`src/rtl/fwd_pkg.sv`:
```
// fwd_pkg: shared slot record and EX bypass-mux select encoding for the hazard scoreboard.
package fwd_pkg;

    // Upper bound on REG_AW; narrower register addresses are zero-extended into the slot record.
    localparam int MAX_REG_AW = 8;

    localparam int FWD_SEL_RF  = 0;
    localparam int FWD_SEL_MEM = 1;
    localparam int FWD_SEL_WB  = 2;

    typedef struct packed {
        logic                  valid;
        logic [MAX_REG_AW-1:0] dest;
        logic                  wb_en;
        logic                  mem_read;
    } slot_t;

    // A producer k stages ahead of ID is one mux input further down the EX bypass mux.
    function automatic int stage_sel(input int k);
        return k + 1;
    endfunction

endpackage

```
`src/rtl/fwd_src_match.sv`:
```
// fwd_src_match: youngest-producer priority encoder for one source operand against the in-flight slots.
module fwd_src_match
    import fwd_pkg::*;
#(
    parameter int NUM_STAGES = 3,
    parameter int REG_AW     = 4,
    parameter int SEL_W      = $clog2(NUM_STAGES)
) (
    input  logic [REG_AW-1:0] src,
    input  logic              used,
    input  slot_t             slots [NUM_STAGES],
    output logic              hit,
    output logic              load_hit,
    output logic [SEL_W-1:0]  sel
);

    logic [NUM_STAGES-2:0] match;

    // The WB slot is excluded: the register file already returns its value this cycle.
    always_comb begin
        match = '0;
        for (int k = 0; k < NUM_STAGES - 1; k++)
            match[k] = used & slots[k].valid & slots[k].wb_en &
                       (slots[k].dest == MAX_REG_AW'(src));
    end

    assign hit      = |match;
    assign load_hit = match[0] & slots[0].mem_read;

    always_comb begin
        sel = SEL_W'(FWD_SEL_RF);
        for (int k = NUM_STAGES - 2; k >= 0; k--)
            if (match[k]) sel = SEL_W'(stage_sel(k));
    end

endmodule

```
`src/rtl/fwd_hazard_scoreboard.sv`:
```
// fwd_hazard_scoreboard: tracks in-flight destinations, raises load-use/no-forward stalls
// and registers the EX bypass selects for the instruction leaving ID.
module fwd_hazard_scoreboard
    import fwd_pkg::*;
#(
    parameter int NUM_SRC    = 2,
    parameter int REG_AW     = 4,
    parameter int NUM_STAGES = 3,
    parameter int SEL_W      = $clog2(NUM_STAGES),
    parameter int CNT_W      = 16
) (
    input  logic                      clk,
    input  logic                      rst,
    input  logic                      fwd_en,
    input  logic                      freeze,
    input  logic                      flush,
    input  logic                      id_valid,
    input  logic [NUM_SRC*REG_AW-1:0] id_src,
    input  logic [NUM_SRC-1:0]        id_src_used,
    input  logic [REG_AW-1:0]         id_dest,
    input  logic                      id_wb_en,
    input  logic                      id_mem_read,
    output logic                      stall,
    output logic [NUM_SRC*SEL_W-1:0]  fwd_sel,
    output logic [CNT_W-1:0]          stall_cnt
);

    slot_t                    slots [NUM_STAGES];
    logic [NUM_SRC-1:0]       hit;
    logic [NUM_SRC-1:0]       load_hit;
    logic [NUM_SRC*SEL_W-1:0] sel;

    genvar i;
    generate
        for (i = 0; i < NUM_SRC; i++) begin : g_src
            fwd_src_match #(
                .NUM_STAGES(NUM_STAGES),
                .REG_AW    (REG_AW),
                .SEL_W     (SEL_W)
            ) u_match (
                .src     (id_src[i*REG_AW +: REG_AW]),
                .used    (id_src_used[i]),
                .slots   (slots),
                .hit     (hit[i]),
                .load_hit(load_hit[i]),
                .sel     (sel[i*SEL_W +: SEL_W])
            );
        end
    endgenerate

    // With forwarding only a load in EX cannot be bypassed; without it every un-retired producer blocks.
    assign stall = id_valid & ~flush & (fwd_en ? |load_hit : |hit);

    always_ff @(posedge clk) begin
        if (rst) begin
            for (int k = 0; k < NUM_STAGES; k++) slots[k] <= '0;
            fwd_sel   <= '0;
            stall_cnt <= '0;
        end else if (!freeze) begin
            for (int k = NUM_STAGES - 1; k > 0; k--) slots[k] <= slots[k-1];
            slots[0] <= '{valid:    id_valid & ~stall & ~flush,
                          dest:     MAX_REG_AW'(id_dest),
                          wb_en:    id_wb_en,
                          mem_read: id_mem_read};
            fwd_sel <= (fwd_en & ~stall & ~flush) ? sel : '0;
            if (stall && !(&stall_cnt)) stall_cnt <= stall_cnt + 1'b1;
        end
    end

endmodule

```
`config.mk`:
```
export PLATFORM = sky130hd
export DESIGN_NAME = fwd_hazard_scoreboard
export DESIGN_NICKNAME = d
export VERILOG_FILES = /design/src/rtl/fwd_pkg.sv /design/src/rtl/fwd_src_match.sv /design/src/rtl/fwd_hazard_scoreboard.sv
export SDC_FILE = /design/constraint.sdc
export NUM_CORES = 1
export LEC_CHECK = 0
export BUFFER_PORTS_ARGS = -buffer_cell sky130_fd_sc_hd__buf_2
export CORE_MARGIN = 2
export CORE_UTILIZATION = 40
export DETAILED_ROUTE_END_ITERATION = 7
export HOLD_SLACK_MARGIN = 0.06
export SYNTH_ARGS = -nofsm -noshare
export SYNTH_HDL_FRONTEND = slang
export SYNTH_SLANG_ARGS = --single-unit
```
`constraint.sdc`:
```
create_clock -name clk -period 2.95 [get_ports clk]
set_clock_uncertainty 0.15 [all_clocks]
set_input_delay 0.295 -clock clk [delete_from_list [all_inputs] [get_ports clk]]
set_output_delay 0.295 -clock clk [all_outputs]
set_load 0.02 [all_outputs]
```
Word level (Yosys, flattened, before mapping)
Cells that the tools add are included.
Widths: inputs -> output; s select.
- muxes and demuxes: 6
- bitwise gates (word level): 23
- add/subtract/negate cells: 1
- reduce and logical (&&, ||, !) cells: 6
- equality and inequality tests: 4
- operators by type and width (cell ; count):
    $and 1x1->1 ; 20
    $add 16x1->16 const B ; 1
    $eq 4x4->1 ; 4
    $reduce_and 16->1 ; 1
    $mux 2 ; 4
    $mux 4 ; 1
    $reduce_or 4->1 ; 1
    $not 1->1 ; 3
    $reduce_and 2->1 ; 1
    $reduce_or 2->1 ; 1
    $logic_and 1x1->1 ; 1
    $logic_not 1->1 ; 1
    $mux 1 ; 1
- word-level logic and storage cells: 49
- flip-flop bits (word level): 33
- output and inout port bits: 21
- bits of input ports: 22

Depth between registers and ports, before layout
Gate-level depths: netlist of the first run.
- depth in word-level cells: 11
- gate-level depth with buffers: 8
- depth with buffers taken out: 7

By module
Synthesis of the first run repeated with hierarchy kept, for this count alone.
- cell total of the unflattened synthesis: 236
- area, all modules: 2153.3 µm²
- modules (own cells, without submodules) (module ; times used ; area each (µm²) ; sequential area each (µm²) ; cells each):
    fwd_hazard_scoreboard ; 1 ; 1865.5 ; 820.8 ; 194
    fwd_src_match ; 2 ; 143.9 ; 0.0 ; 21

Worst setup path after synthesis of the first run
Ideal clock, no wire load.
- kind: register to register
- start point: register stall_cnt[0]
- end point: register stall_cnt[15]
- required time: 2.677 ns
- clock period less this slack: 2.374 ns
- arrival time: 2.101 ns
- path buffers: 0
- library setup time: 0.123 ns
- stages on the path, launching flop included: 8
- path slack: 0.576 ns
- cell sequence: dfxtp_1 > ha_1 > nand4_1 > nor2_1 > a311oi_1 > o41ai_4 > a2111oi_2 > mux2_1
- word-level cells in the longest chain between the ends: 4
- elaborated cells on any way between the ends: 5
- classes of those cells: add/sub: 1; reduce/logical: 4
- ends and longest elaborated chain (what ; line ; text):
    start: declaration ; fwd_hazard_scoreboard.sv:25 ; output logic [CNT_W-1:0] stall_cnt
    start signal: assignment ; fwd_hazard_scoreboard.sv:66 ; if (stall && !(&stall_cnt)) stall_cnt <= stall_cnt + 1'b1;
    branches (longest 4 deep; another with $add 16x1->16) ; n/a ;
Parallel ways; which one is timed is not known.
A chain may end at the register's enable or synchronous reset.

Worst setup path in the final report of the first run
- start point: register, netlist name slots[24]
- end point: register stall_cnt[6]
- word-level cells in the longest chain between the ends: 8
- elaborated cells on any way between the ends: 12
- classes of those cells: eq/ne: 2; mux: 1; bitwise: 5; reduce/logical: 4
- ends and longest elaborated chain (what ; line ; text):
    $eq 4x4->1 ; fwd_src_match.sv:24 ; (slots[k].dest == MAX_REG_AW'(src));
    $and 1x1->1 ; fwd_src_match.sv:23 ; match[k] = used & slots[k].valid & slots[k].wb_en &
    $and 1x1->1 ; fwd_src_match.sv:28 ; assign load_hit = match[0] & slots[0].mem_read;
    $reduce_or 2->1 ; fwd_hazard_scoreboard.sv:52 ; assign stall = id_valid & ~flush & (fwd_en ? |load_hit : |hit);
    $mux 1 (*) ; fwd_hazard_scoreboard.sv:52 ;
    $and 1x1->1 (*) ; fwd_hazard_scoreboard.sv:52 ;
    $logic_and 1x1->1 (*) ; fwd_hazard_scoreboard.sv:66 ;
    $reduce_and 2->1 (no line) (*) ; n/a ;
Every way passes the cells marked *; elsewhere a longest branch is shown, timed or not.

==> metrics, run 1 <==
outcome=finished clean; Worst Tran Pin Value=0.625 ns; RR Endpoint=stall_cnt[6]$_SDFFE_PP0P_; Logic pwr share=9.7%; Max Slew Vio Count=0; Fmax=a little over 400 MHz; IO Port Bufs=42; leakage power=0.963 nW; Final setup violation count=0; critical-path maximum fanout=13; async set-reset flop share out of synthesis=0%; RR Startpoint=slots[24]$_SDFFE_PP0N_; Internal Dissipation=0.678 mW; Synth cell types=40; Crit Path Category=flop to flop; Synth Register Bits=33; initial antenna violation count=0; crit path DAT=approximately 2.5 ns; HP Class=input port to flop; final instance area=0.00231 sq mm; vias per cell=5.08; DPL Wire Length=~3100 um; total negative slack=0 ns; clock latency at the later pin of the worst-skew pair=0.28 ns; crit path to=stall_cnt[6]$_SDFFE_PP0P_; WHS=around 0.090 ns; Syn-to-layout area delta=18.7%; crit path launch=slots[24]$_SDFFE_PP0N_; post-synthesis sequential area ratio=33.9%; Post-CTS Resized=0; CTS H-tree lvls=2; DRC Markers=0; layout cells sized above 1=25.6%; total grt overflow=0; CTS tree=done; max cap viols=0; setup slack, reg-to-reg=0.47 ns; # diodes=0; Period minus WS final=2.48 ns; CTS Root Cell=clkbuf_8; CP max stage delay=slightly above 0.4 ns; total number of vias=1,670; Final period util=a little over four fifths; number of synthesized flops with an enable pin=0; cell area after synthesis=0.00195 sq mm; row cnt=25; die height=between 70 and 80 um; CTS clk-pin slew, worst paths=0.07 ns; Clock Tree Buf Depth=2; I/O pins=43; Switching Fraction=24.1%; clock network power share=38.5%; Tot GR Track Use=16.9%; FF-to-FF path depth=6; share of power burned in registers=51.8%; pin count of the biggest net entering global routing=47; Syn Nets=about 240; worst-path cell with the longest stage delay=dfxtp_1; Core Region=approximately 0.0047 sq mm; die width=between 70 and 80 um; CP Capture Type=flop; NetSw=0.215 mW; PD cells=386 mW/mm^2; final WL=~4200 um; first-pass GRT wire length=7240 um; CP cell instances=xnor2_1 > nand3_1 > o32ai_2 > nand2_1 > o32ai_1 > mux2_2; cts hold-fix bufs=0; Starting DRT DRC Count=about 110; TritonRoute pass-1 iters=4; final net count=roughly 290; die area=0.00544 sq mm; YS warnings=0; vias in the first global route=1,548; Setup crit start kind=flop; Antenna Violating Nets Remaining=0; setup repair bufs after CTS=0; Initial Utilization=around two fifths; routability cong.=0.797; placed cell areas=0.00222 sq mm; WL per Instance=12.9 um; Final Hold Viols=0; CTS Buf Count=5; Critical Path RT=2.98 ns; hold path depth=3; Synth Flop Type=dfxtp_1; maximum VDD drop=178 uV; RSZ-0062 raised after global routing=no; CTS sink cnt=33; most frequent cells in the layout=42 x buf_2, 33 x nor2_1, 33 x dfxtp_1; Mapped Cells=between 200 and 250; syn_area_per_cell=8.89 sq um; Slew HR=58.2%; commonest non-fill, non-tap cell in the layout=buf_2
## how the worst min path moves through the flow
stage,slack [ns],end,start
after global placement,0.27,fwd_sel[1]$_SDFFE_PP0N_,fwd_sel[1]$_SDFFE_PP0N_
after global routing,0.09,slots[22]$_SDFFE_PP0N_,id_mem_read
final,0.09,slots[25]$_SDFFE_PP0N_,id_dest[1]
after floorplan,0.29,slots[22]$_SDFFE_PP0N_,id_mem_read
after CTS,0.09,slots[25]$_SDFFE_PP0N_,id_dest[1]
after detailed placement,0.28,fwd_sel[3]$_SDFFE_PP0N_,fwd_sel[3]$_SDFFE_PP0N_
## metrics by stage
| stage | power (mW) | setup slack [ns] | cells | utilization [%] |
|---|---|---|---|---|
| after global placement | 0.558 | 0.490 | 322 | 47.1 |
| after floorplan | 0.529 | 0.576 | 219 | - |
| final | 0.893 | 0.468 | 329 | 48.9 |
| after CTS | 0.909 | 0.448 | 329 | 48.9 |
| after global routing | 0.938 | 0.233 | 329 | 48.9 |
| after detailed placement | 0.560 | 0.462 | 322 | 47.1 |
## flip-flops by register name, summed over array words and instances, names as in the netlist
name	count
stall_cnt	16
fwd_sel	4
slots	13
## logic make-up (layout without fill, tap and decap cells)
logic type	Yosys count	count (layout)	synth area share (%)
compound gates	22	22	9.77
buf+inv	9	52	1.80
flops	33	33	33.9
simple gates	110	110	31.3
xor+xnor	16	16	7.20
fa+ha+maj	1	1	0.643
mux	28	28	15.4
## cells in the mapped netlist, drive strengths merged (4+ instances only)
cell	n	area, sq um
nand4	10	62.6
nor2	35	136
nand2	15	56.3
mux2i	13	130
mux2	15	169
a211oi	4	30.0
xor2	6	52.6
clkbuf	6	22.5
nand3	11	55.1
a21oi	5	25.0
dfxtp	33	661
nor2b	18	113
xnor2	10	87.6
## per-layer routing
layer  track usage [%]  share of wire (%)
met2              25.5                 43
met3              3.02                4.2
met1              23.8                 52
met5                 0                  0
met4              6.06                1.2
## power groups by stage
stage	registers, mW	logic (mW)	clock network (mW)
finish	0.463	0.0868	0.344
detailed placement	0.473	0.0874	0
CTS	0.463	0.0876	0.359
global route	0.464	0.0971	0.377
global placement	0.473	0.0854	0
floorplan	0.470	0.0589	0
## critical path: cells and delay by family (launching register included)
kind	cells	cell delay, ns
xor gates and xnor gates	1	0.14
AOI/OAI and AO/OA	2	0.78
and+or+nand+nor	2	0.52
DFF	1	0.41
muxes	1	0.37
## area by class of cell
cell class                      instances  area, sq um
Fill cell                             455         2410
Multi-Input combinational cell        177         1250
Sequential cell                        33          661
Timing Repair Buffer                   44          225
Clock buffer                            7         86.3
Tap cell                               67         83.8
Inverter                                1         3.75
(Power assumes the default switching activity.)
==> run 2: changes to the inputs <==
clock period = 2 ns   (was 2.95 ns; I/O delays follow)
==> run 2 against run 1 <==
The run now ends with setup timing left. First-iteration DRC count down 8.0%. Clock power up 43%. Non-clock buffer count up 60. Final cell count up 19%. Total power up 51%. Setup slack worse by 0.81 ns. Utilization up 15 points. Wire length up 31%. Critical path type unchanged. Largest power group unchanged.
==> metrics, run 2 (synthesis results as in run 1) <==
I/O pins=43 (unchanged); final WL=5530 um (+31%); most frequent cells in the layout=50 x buf_4, 41 x buf_2, 31 x nor2_1; routability cong.=0.802 (+0.60%); first-pass GRT wire length=9090 um (+26%); Tot GR Track Use=21.6% (+4.7 points); DPL Wire Length=3740 um (+20%); total negative slack=-5.00 ns (-5.00 ns); CTS sink cnt=33 (unchanged); critical-path maximum fanout=8 (-5); CP Capture Type=flop; Core Region=0.00472 sq mm (unchanged); Final Hold Viols=0 (unchanged); CTS clk-pin slew, worst paths=0.07 ns (about the same); crit path DAT=2.37 ns (-0.14 ns); initial antenna violation count=0 (unchanged); outcome=finished, violations left; RR Startpoint=slots[14]$_SDFFE_PP0N_; total grt overflow=0 (unchanged); Critical Path RT=2.02 ns (-0.96 ns); Slew HR=55.4% (-2.8 points); Min-Delay Endpoint=fwd_sel[3]$_SDFFE_PP0N_; TritonRoute pass-1 iters=4 (unchanged); Clock Tree Buf Depth=2 (unchanged); IO Port Bufs=42 (unchanged); PD cells=445 mW/mm^2 (+15%); crit path launch=slots[14]$_SDFFE_PP0N_; Max Slew Vio Count=0 (unchanged); leakage power=1.32 nW (+37%); clock latency at the later pin of the worst-skew pair=0.29 ns (about the same); CTS H-tree lvls=2 (unchanged); vias in the first global route=1,976 (+28%); DRC Markers=0 (unchanged); Antenna Violating Nets Remaining=0 (unchanged); CTS Buf Count=5 (unchanged); post-layout worst setup margin=-0.341 ns (-0.810 ns); FF-to-FF path depth=8 (+2); Final period util=117% (+33 points); Buf/Inv on CP=2 (+2); Largest Register=stall_cnt; layout cells sized above 1=48.3% (+23 points); Starting DRT DRC Count=103 (-8.0%); Largest register FFs=16 (unchanged); Top Registers=stall_cnt (16), slots (13), fwd_sel (4); Crit Path Category=flop to flop; HP Class=input port to flop; fin cells=390 (+19%); total number of vias=1,951 (+17%); vias per cell=5.00 (-1.4%); hold path depth=4 (+1); die area=0.00544 sq mm (unchanged); Syn-to-layout area delta=55.1%; hold path startpoint=id_valid; die height=73.8 um (unchanged); die width=73.8 um (unchanged); final net count=345 (+21%); pin count of the biggest net entering global routing=47 (unchanged); max cap viols=0 (unchanged); setup slack, reg-to-reg=-0.34 ns (-0.81 ns); worst-path cell with the longest stage delay=a211oi_1; CTS Root Cell=clkbuf_8; Fmax=427 MHz (+6.0%); RR Endpoint=stall_cnt[5]$_SDFFE_PP0P_; CP cell instances=buf_6 > xnor2_2 > nand4_1 > nor4_4 > buf_4 > o41ai_4 > a211oi_1 > mux2_1; maximum VDD drop=311 uV (+74%); # diodes=0 (unchanged); CP max stage delay=0.37 ns (-0.04 ns); Final setup violation count=18 (+18); Period minus WS final=2.34 ns (-0.140 ns); failing checks=setup timing; commonest non-fill, non-tap cell in the layout=buf_4; RSZ-0062 raised after global routing=yes; CTS tree=done; Top Family by Delay on Critical Path=compound AO/OA/AOI/OAI gates; Initial Utilization=41.2% (unchanged); Setup crit start kind=flop; Worst Tran Pin Value=0.667 ns (+0.0421 ns); WL per Instance=14.2 um (+10%); row cnt=25 (unchanged); placed insts=368 (+14%)
## run 2: cell types whose count changed in the layout (fill, tap and decap cells not counted), moves of 3 or more
| cell | delta |
|---|---|
| buf_4 | +48 |
| xnor2_2 | +3 |
| mux2_2 | -5 |
| o22ai_1 | -3 |
| mux2_4 | +7 |
| dfxtp_4 | +4 |
| dfxtp_1 | -15 |
| dfxtp_2 | +11 |
| xnor2_1 | -3 |
| dlygate4sd3_1 | +6 |
| buf_6 | +7 |
## run 2: worst max-delay path by stage
| stage | cells after the start | to | slack, ns |
|---|---|---|---|
| floorplan | 7 | stall_cnt[15]$_SDFFE_PP0P_ | -0.09 |
| global route | 8 | stall_cnt[15]$_SDFFE_PP0P_ | -0.42 |
| CTS | 8 | stall_cnt[5]$_SDFFE_PP0P_ | -0.35 |
| finish | 8 | stall_cnt[5]$_SDFFE_PP0P_ | -0.34 |
| detailed placement | 8 | stall_cnt[15]$_SDFFE_PP0P_ | -0.34 |
| global placement | 7 | stall_cnt[15]$_SDFFE_PP0P_ | -0.27 |
## run 2: stage by stage
step	total power [mW]	util [%]	instance area, sq um	hold slack, ns	worst slack, ns
2_1_floorplan	0.779	-	2010	0.194	-0.0945
3_3_place_gp	0.845	55.8	2640	0.273	-0.275
3_5_place_dp	0.847	55.8	2640	0.278	-0.344
4_1_cts	1.36	62.4	2950	0.168	-0.352
5_1_grt	1.40	63.9	3020	0.214	-0.422
6_report	1.34	63.9	3020	0.202	-0.341
## run 2: area by class of cell
class	instances	area (sq um)
fill	382	1700
multi-input combinational	177	1440
timing repair buffer	104	719
sequential	33	689
tap	67	83.8
clock buffer	6	72.6
clock inverter	2	10.0
inverter	1	3.75
## run 2: per-layer routing
metal | vias to the layer above | track usage (%) | part of all wire [%]
met1 | 909 | 28.0 | 47
met3 | 9 | 3.70 | 4.3
met5 | - | 0 | 0
met2 | 44 | 35.1 | 47
li1 | 989 | - | -
met4 | 0 | 9.09 | 1.6
## run 2: where the power goes
group          leakage [nW]  switching (mW)  total (mW)  internal [mW]
registers             0.276          0.0122       0.677          0.665
clock network        0.0450           0.250       0.491          0.241
logic                  1.00          0.0885       0.176         0.0878
## run 2: timing repair
item,4_1_cts,5_1_grt
setup buffers,5,3
pin swaps,12,3
hold buffers,6,0
hold endpoints to repair,6,0
setup endpoints to repair,17,18
gates cloned,0,0
resized for setup,26,10
## run 2: worst min-delay path: cells and delay by family
family / cells / cell delay [ns]
AOI/OAI and AO/OA: 1 / 0.12
and+or+nand+nor: 2 / 0.14
buffers and inverters: 1 / 0.13
==> run 3: changes to the inputs <==
ABC_AREA = 1   (was unset)
==> run 3 against run 2 <==
The flow now finishes without violations. Sequential power grew 2%. Synthesized cell count is 32% higher. Worst hold slack lost 0.10 ns. Final area down 20%. Fmax increased by 23%. Die area shrank 3.0%. Wire length fell by 14%. Utilization down 9.7 points. Register-to-register slack better by 0.55 ns. Via count is 0.51% higher. Clock power grew 5.9%. Count of clock-buffer cells in the layout grew 1. Critical path type is now flop to output port. Largest cell class unchanged. Largest power group unchanged.
==> metrics, run 3 <==
total grt overflow=0 (unchanged); Critical Path RT=1.65 ns (-0.37 ns); row cnt=24 (-4.0%); crit path launch=slots[27]$_SDFFE_PP0N_; Final Power=1.35 mW (+0.57%); Final Core Density=54.2% (-9.7 points); vias in the first global route=1,832 (-7.3%); Max Slew Vio Count=0 (unchanged); Largest Register=stall_cnt; Area contributors post-synth=dfxtp_1 35%, nand2_1 16%, nand3_1 9.6%, a21oi_1 7.7%, nor2_1 6.8%; maximum VDD drop=265 uV (-15%); clock latency at the later pin of the worst-skew pair=0.30 ns (about the same); Starting DRT DRC Count=85 (-17%); routability cong.=0.960 (+20%); Syn-to-layout area delta=27.8%; final WL=4760 um (-14%); Synth area leader=dfxtp_1; Synth Register Bits=33 (unchanged); crit path DAT=1.55 ns (-0.82 ns); Buf/Inv on CP=3 (+1); CTS Buf Count=5 (unchanged); syn_area_per_cell=6.52 sq um (-27%); placed insts=388 (+5.4%); CTS clk-pin slew, worst paths=0.07 ns (about the same); outcome=finished clean; Antenna Violating Nets Remaining=0 (unchanged); Final period util=94.9% (-22 points); Syn Nets=312 (+29%); Filler cells=459 (+20%); Largest register FFs=16 (unchanged); Crit Path Category=flop to output port; Crit path top cell by count=nand2_1; TritonRoute pass-1 iters=4 (unchanged); pin count of the biggest net entering global routing=28 (-40%); CTS tree=done; initial antenna violation count=0 (unchanged); CP Capture Type=output port; CTS sink cnt=33 (unchanged); cell area after synthesis=0.00189 sq mm (-3.1%); die width=72.7 um (-1.5%); YS warnings=0 (unchanged); most instantiated cells after synthesis=79 x nand2_1, 36 x nand3_1, 34 x nor2_1; first-pass GRT wire length=8180 um (-10%); DPL Wire Length=3480 um (-6.9%); async set-reset flop share out of synthesis=0% (unchanged); HP Class=input port to flop; CTS Root Cell=clkbuf_8; Clock Tree Buf Depth=2 (unchanged); RR Startpoint=slots[27]$_SDFFE_PP0N_; vias per cell=4.87 (-2.7%); Setup crit start kind=flop; CTS H-tree lvls=2 (unchanged); Mapped Cells=289 (+32%); Fmax=527 MHz (+23%); final net count=374 (+8.4%); fin cells=403 (+3.3%); worst-path cell with the longest stage delay=dfxtp_2; CP max stage delay=0.36 ns (about the same); share of power burned in registers=51.2% (+0.8 points); clock network power share=38.4% (+1.9 points); most numerous cell in the Yosys netlist=nand2_1; max cap viols=0 (unchanged); Internal Dissipation=1.01 mW (+1.7%); layout cells sized above 1=24.2% (-24 points); WL per Instance=11.8 um (-17%); Core Region=0.00444 sq mm (-5.9%); die height=72.7 um (-1.5%); FF+latch area=669 sq um (-2.9%); Period minus WS final=1.90 ns (-0.443 ns); Top Family by Delay on Critical Path=simple AND/OR/NAND/NOR gates; hold path startpoint=flush; WHS=0.0992 ns (-0.103 ns); IO Port Bufs=42 (unchanged); Top Registers=stall_cnt (16), slots (13), fwd_sel (4); I/O pins=43 (unchanged); critical-path maximum fanout=5 (-3); # diodes=0 (unchanged); Logic pwr share=10.4% (-2.7 points); commonest non-fill, non-tap cell in the layout=nand2_1; total negative slack=0 ns (+5.00 ns); Synth cell types=23 (-43%); Synth top area share=35.0% (+1.1 points); post-synthesis sequential area ratio=35.0% (+1.1 points); DRC Markers=0 (unchanged); leakage power=1.09 nW (-18%); Switching Fraction=25.3% (-0.84 points); Final setup violation count=0 (-18); Synth Flop Type=dfxtp_1; Tot GR Track Use=20.0% (-1.6 points); PD cells=561 mW/mm^2 (+26%); CP cell instances=inv_1 > nand2_1 > nand2_1 > nor2_1 > nand3_1 > nand2_1 > nand2_2 > nand2_4 > nand2_4 > inv_2 > buf_6; NetSw=0.342 mW (-2.7%); total number of vias=1,961 (+0.51%); Worst Tran Pin Value=0.366 ns (-0.301 ns); number of synthesized flops with an enable pin=0 (unchanged); die area=0.00528 sq mm (-3.0%); most frequent cells in the layout=76 x nand2_1, 41 x buf_2, 36 x nand3_1; Initial Utilization=42.4% (+1.2 points); Slew HR=75.6% (+20 points); Final Hold Viols=0 (unchanged); area of the multi-input gates=0.00110 sq mm (-24%)
==> run 3: changes by cell type after synthesis, sizes merged, moves of 4 or more <==
cell / before / now
nand2: 15 / 83
a21oi: 5 / 30
nand3: 11 / 36
inv: 1 / 25
nor2b: 18 / 0
mux2: 15 / 0
mux2i: 13 / 0
o21ai: 1 / 12
nand4: 10 / 2
a211oi: 4 / 0
==> run 3: worst paths after layout <==
kind	slack, ns	cells past startpoint	endpoint
worst max register to register	0.21	12	stall_cnt[6]$_SDFFE_PP0P_
worst max-delay path	0.10	11	stall
worst min register to register	0.31	2	fwd_sel[0]$_SDFFE_PP0N_
worst min-delay path	0.1	4	fwd_sel[0]$_SDFFE_PP0N_
==> run 3: repair_timing <==
item,CTS,global route
setup buffers,1,1
setup endpoints to repair,1,17
gates resized for setup,3,15
hold endpoints to repair,6,0
hold buffers,6,0
pin swaps,1,3
==> run 3: cells by family (layout without fill, tap and decap cells) <==
logic type / after synthesis / in the layout / share of synthesized area, %
DFF: 33 / 33 / 35.0
xor gates and xnor gates: 18 / 18 / 8.36
buffers and inverters: 34 / 96 / 8.16
AOI/OAI and AO/OA: 42 / 42 / 11.3
adders and majority gates: 1 / 1 / 0.663
and+or+nand+nor: 161 / 161 / 36.4
==> run 3: power by group through the flow <==
stage                     Clock, mW  Combinational [mW]  Sequential [mW]
after global placement            0               0.128            0.704
final                         0.520               0.141            0.692
after detailed placement          0               0.129            0.704
after global routing          0.566               0.163            0.694
after CTS                     0.533               0.139            0.690
after floorplan                   0              0.0854            0.700
==> run 3: metrics by stage <==
| stage | setup WS [ns] | area, sq um |
|---|---|---|
| 3_3_place_gp | 0.110 | 2210 |
| 2_1_floorplan | 0.0935 | 1890 |
| 3_5_place_dp | 0.0450 | 2210 |
| 5_1_grt | -0.0140 | 2410 |
| 6_report | 0.102 | 2410 |
| 4_1_cts | 0.00983 | 2360 |
==> run 3: cell type report <==
| class | count | area share [%] |
|---|---|---|
| timing repair buffer | 64 | 16.5 |
| inverter | 25 | 3.89 |
| multi-input combinational | 222 | 45.6 |
| tap | 52 | 2.70 |
| clock buffer | 7 | 3.58 |
| sequential | 33 | 27.8 |
==> run 3: worst register-to-register path, stage by stage (launching register included) <==
cell and delay (ns):
dfxtp_2 0.36, inv_1 0.06, nand2_1 0.06, nand2_1 0.05
nor2_1 0.11, nand3_1 0.13, nand2_1 0.10, nand2_2 0.07
nand2_4 0.07, buf_4 0.14, buf_4 0.16, nand3_1 0.10
a21oi_1 0.16
==> run 3: metal layers <==
| layer | up-vias | part of all wire (%) | track usage [%] |
|---|---|---|---|
| li1 | 1053 | - | - |
| met3 | 8 | 3.9 | 4.83 |
| met4 | 0 | 1.8 | 8.02 |
| met2 | 38 | 47 | 32.7 |
| met1 | 862 | 48 | 25.2 |
| met5 | - | 0 | 0 |
